===== config.mk =====
export PLATFORM = sky130hd
export DESIGN_NAME = coin_acceptor
export DESIGN_NICKNAME = d
export VERILOG_FILES = /design/src/rtl/coin_acceptor.sv
export SDC_FILE = /design/constraint.sdc
export NUM_CORES = 1
export LEC_CHECK = 0
export CAP_MARGIN = 0
export CORE_UTILIZATION = 39
export CTS_BUF_LIST = sky130_fd_sc_hd__clkbuf_8 sky130_fd_sc_hd__clkbuf_16
export DETAILED_ROUTE_END_ITERATION = 7
export GPL_ROUTABILITY_DRIVEN = 1
export SLEW_MARGIN = 20
export SYNTH_ARGS = -nofsm -noshare
export SYNTH_HDL_FRONTEND = slang
export SYNTH_SLANG_ARGS = --single-unit

===== constraint.sdc =====
create_clock -name clk -period 5.4 [get_ports clk]
set_clock_uncertainty 0.15 [all_clocks]
set_input_delay 1.08 -clock clk [delete_from_list [all_inputs] [get_ports clk]]
set_output_delay 1.08 -clock clk [all_outputs]
set_load 0.05 [all_outputs]

===== src/rtl/coin_acceptor.sv =====
// Coin sensor front end: sync + debounce nickel/dime, emit one-cycle coin/reject, lock out repeats.
// Latency: coin/reject registered DEBOUNCE_CYCLES+3 edges after raw rises; no backpressure, pulses are fire-and-forget.
module coin_acceptor #(
    parameter int DEBOUNCE_CYCLES = 4,
    parameter int LOCKOUT_CYCLES  = 8,
    parameter int CNT_W           = 8
) (
    input  logic       clk,
    input  logic       rst,
    input  logic       nickel_raw,
    input  logic       dime_raw,
    output logic [1:0] coin,
    output logic       reject,
    output logic       busy
);

    localparam logic [CNT_W-1:0] DEB_MAX  = CNT_W'(DEBOUNCE_CYCLES - 1);
    localparam logic [CNT_W-1:0] LOCK_MAX = CNT_W'(LOCKOUT_CYCLES - 1);

    typedef enum logic [1:0] {
        IDLE         = 2'd0,
        LOCKOUT      = 2'd1,
        WAIT_RELEASE = 2'd2
    } state_t;

    // Bit 0 is the nickel sensor, bit 1 the dime sensor.
    logic [1:0]            s1_q, s2_q;
    logic [1:0]            deb_q, deb_d;
    logic [1:0]            deb_prev_q;
    logic [1:0][CNT_W-1:0] cnt_q, cnt_d;
    logic [1:0]            rise;

    state_t                state_q, state_d;
    logic [CNT_W-1:0]      lock_q, lock_d;
    logic [1:0]            coin_q, coin_d;
    logic                  reject_q, reject_d;
    logic                  busy_q, busy_d;

    always_comb begin
        deb_d = deb_q;
        cnt_d = '0;
        for (int i = 0; i < 2; i++) begin
            if (s2_q[i] != deb_q[i]) begin
                if (cnt_q[i] == DEB_MAX) begin
                    deb_d[i] = s2_q[i];
                end else begin
                    cnt_d[i] = cnt_q[i] + CNT_W'(1);
                end
            end
        end
    end

    assign rise = deb_q & ~deb_prev_q;

    always_comb begin
        state_d  = state_q;
        lock_d   = lock_q;
        coin_d   = 2'b00;
        reject_d = 1'b0;
        case (state_q)
            IDLE: begin
                lock_d = '0;
                if (rise != 2'b00) begin
                    // A rise with the other level also high is a double insertion;
                    // otherwise deb_q holds exactly the one-hot coin code.
                    if (deb_q == 2'b11) begin
                        reject_d = 1'b1;
                    end else begin
                        coin_d = deb_q;
                    end
                    state_d = LOCKOUT;
                end
            end
            LOCKOUT: begin
                if (lock_q == LOCK_MAX) begin
                    state_d = WAIT_RELEASE;
                end else begin
                    lock_d = lock_q + CNT_W'(1);
                end
            end
            WAIT_RELEASE: begin
                if (deb_q == 2'b00) begin
                    state_d = IDLE;
                end
            end
            default: state_d = IDLE;
        endcase
        busy_d = (state_d != IDLE);
    end

    always_ff @(posedge clk) begin
        if (rst) begin
            s1_q       <= '0;
            s2_q       <= '0;
            deb_q      <= '0;
            deb_prev_q <= '0;
            cnt_q      <= '0;
            state_q    <= IDLE;
            lock_q     <= '0;
            coin_q     <= 2'b00;
            reject_q   <= 1'b0;
            busy_q     <= 1'b0;
        end else begin
            s1_q       <= {dime_raw, nickel_raw};
            s2_q       <= s1_q;
            deb_q      <= deb_d;
            deb_prev_q <= deb_q;
            cnt_q      <= cnt_d;
            state_q    <= state_d;
            lock_q     <= lock_d;
            coin_q     <= coin_d;
            reject_q   <= reject_d;
            busy_q     <= busy_d;
        end
    end

    assign coin   = coin_q;
    assign reject = reject_q;
    assign busy   = busy_q;

endmodule

==> impl_metrics.py <==
metrics = {
    "sta": {
        "setup_tns_ns": 0,
        "drv_slew": 0,
        "final.period_utilization_pct": 48.8,
        "finalSetupViolations": 0,
        "slew_headroom_pct": 61.5,
        "max_freq_mhz": 380,
        "period_minus_slack_ns": 2.63,
        "worst_pin_slew_ns": 0.575,
        "hold_viol_final": 0,
        "rsz0062_at_grt": "no",
    },
    "synthesis": {
        "yosys.area_share.simple_pct": 26.0,
        "syn_nets": 176,
        "ys_seq_area_share_pct": 48.9,
        "synth_xor_xnor_area_share_pct": 5.06,
        "yosys_warnings": 0,
        "synth_area_um2": 1560,
        "netlist_instances": 169,
        "avgSynthCellArea_um2": 9.21,
        "synth_top_family_by_area": "simple AND/OR/NAND/NOR gates",
        "synth_compound_area_share_pct": 14.1,
        "synthAdderAreaFrac_pct": 2.41,
        "ys_ff_latch": 38,
        "synthMuxAreaShare_pct": 0.643,
        "synth.distinct_cells": 35,
    },
    "cells_and_area": {
        "drive_gt1_share_pct": 7.18,
        "regArea_um2": 761,
        "final_cell_mix": "dfxtp_1 (38), or3_1 (13), a21oi_1 (13)",
        "nets": 187,
        "layout_commonest_cell": "dfxtp_1",
        "num-fill-cells": 377,
        "area_growth_pct": 16.5,
        "utilization_pct": 48.4,
        "antennaDiodeCount": 0,
        "multi_input_area_um2": 751,
    },
    "clocking": {
        "clkTransAtPathRegs_ns": 0.08,
        "cts.hold.buffers_added": 0,
        "numCtsBuffers": 5,
        "cts_tree": "yes",
        "cts-resized-gates": 0,
        "cts_max_level": 2,
        "insertion_delay_ns": 0.30,
        "clock_sinks": 38,
        "clock-root-buffer": "clkbuf_8",
        "clockBufferDepth": 2,
        "postCtsSetupBuffers": 0,
    },
    "grt": {
        "grt.total_usage_pct": 14.7,
        "grt_pass1_wl_mm": 4.69,
        "antenna_found_initial": 0,
        "grt_max_degree": 17,
        "grt_pass1_vias": 1098,
        "overflow": 0,
    },
    "power_and_ir_drop": {
        "peakVddDrop_v": 0.000159,
        "cellLeakagePower_nw": 0.628,
        "power_density_nw_per_um2": 320,
    },
    "worst_setup_path": {
        "cp.required_ns": 4.17,
        "crit_buf_inv": 1,
        "rrSetupSlack_ns": 3.42,
        "path_max_fanout": 1,
        "crit_chain": "clkdlybuf4s50_1",
        "critPathSlowestCell": "clkdlybuf4s50_1",
        "crit_type": "flop to primary output",
        "reg2reg_depth": 4,
        "cpLargestDelayFamily": "buffers and inverters",
        "start_kind": "flop",
        "reg2reg_to": "cnt_q[3]",
        "max_stage_delay_ns": 0.79,
        "arrival_ns": 1.40,
        "reg2reg_from": "cnt_q[0]",
        "end_kind": "primary output",
    },
    "drt": {
        "vias": 1221,
        "first_pass_iters": 4,
        "ant_nets": 0,
        "remaining_drc_errors": 0,
        "drt-initial-drc-count": 70,
        "drt_wl_total_mm": 2.71,
        "wl_per_cell_um": 11.8,
        "viasPerCell": 5.33,
    },
    "outcome": {
        "outcome": "completed",
    },
    "floorplanning": {
        "ioPinCount": 8,
        "die_w_um": 65.2,
        "core-area_um2": 3740,
        "rows": 22,
        "initial_core_util_pct": 41.6,
        "die-area_um2": 4250,
        "die_h_um": 65.2,
    },
    "min_path": {
        "hold_depth": 1,
        "hold_class": "flop to flop",
        "hold_path_end": "reject",
        "min_from": "deb_prev_q[0]",
    },
    "placement": {
        "gp_congestion": 0.828,
        "dp_hpwl_mm": 1.93,
        "port_buffers": 7,
    },
    "run": {
        "maxCapViolations": 0,
    },
}
[report_power, final]
group | total (mW) | switching (mW) | leakage [nW] | internal, mW
registers | 0.283 | 0.00101 | 0.307 | 0.282
logic | 0.00818 | 0.00438 | 0.253 | 0.00381
clock network | 0.290 | 0.105 | 0.0683 | 0.185
total | 0.581 | 0.110 | 0.628 | 0.471
[metal layers]
layer | part of all wire [%] | GRT usage (%) | up-vias
met5 | 0 | 0 | -
met4 | 2.3 | 8.15 | 0
met3 | 4.1 | 5.73 | 6
met2 | 46 | 22.7 | 20
met1 | 48 | 17.4 | 570
li1 | - | - | 625
[registers in the layout, indices dropped and copies added (netlist names)]
register,count
s1_q,2
busy,1
cnt_q,16
reject,1
s2_q,2
state_q,2
deb_prev_q,2
deb_q,2
coin,2
lock_q,8
[cells in the mapped netlist (all sizes together)]
cell | n | area [um^2]
a211oi | 1 | 7.51
a21o | 1 | 7.51
a21oi | 13 | 65.1
a31oi | 1 | 6.26
and3 | 2 | 12.5
and3b | 1 | 8.76
and4bb | 1 | 12.5
clkbuf | 3 | 11.3
dfxtp | 38 | 761
ha | 3 | 37.5
inv | 9 | 33.8
mux2i | 1 | 10.0
nand2 | 8 | 30.0
nand2b | 1 | 6.26
nand3 | 9 | 45.0
nand3b | 1 | 7.51
nand4 | 4 | 25.0
nand4b | 3 | 26.3
nor2 | 12 | 45.0
nor2b | 7 | 43.8
nor3 | 4 | 20.0
nor4 | 1 | 6.26
o211ai | 4 | 35.0
o21ai | 11 | 55.1
o21ba | 1 | 10.0
o21bai | 1 | 7.51
o31ai | 1 | 7.51
o32ai | 1 | 8.76
o41ai | 1 | 8.76
or3 | 13 | 81.3
or4 | 1 | 7.51
or4b | 2 | 27.5
xnor2 | 3 | 26.3
xor2 | 6 | 52.6
[worst max path at each step]
stage / slack (ns) / cells past startpoint / end / from
floorplan: 3.36 / 3 / lock_q[7] / rst
CTS: 2.74 / 1 / coin[1] / coin[1]
global route: 2.66 / 4 / lock_q[7] / rst
global placement: 2.49 / 4 / lock_q[7] / rst
detailed placement: 2.46 / 4 / lock_q[7] / rst
finish: 2.77 / 1 / coin[1] / coin[1]
[metrics by stage]
step / setup WS (ns) / total power, mW / cell area, um^2 / hold WS [ns] / std cells
after global placement: 2.49 / 0.298 / 1680 / 0.280 / 221
after detailed placement: 2.46 / 0.298 / 1680 / 0.288 / 221
final: 2.77 / 0.581 / 1810 / 0.292 / 229
after CTS: 2.74 / 0.589 / 1810 / 0.298 / 229
after floorplan: 3.36 / 0.294 / 1560 / 0.261 / 169
after global routing: 2.66 / 0.601 / 1810 / 0.323 / 229
[cell type report]
cell class / count / area share (%)
Sequential cell: 38 / 42.0
Multi-Input combinational cell: 119 / 41.4
Timing Repair Buffer: 7 / 3.86
Clock buffer: 5 / 3.80
Clock inverter: 3 / 3.80
Tap cell: 48 / 3.31
Inverter: 9 / 1.86
[kinds of logic after synthesis]
group                    count (synthesis)
XOR/XNOR                                 9
AO/OA/AOI/OAI                           36
multiplexers                             1
flip-flops                              38
buffers and inverters                   12
adder cells (fa/ha/maj)                  3
AND/OR/NAND/NOR                         70
Power figures use the tool's default switching activity.
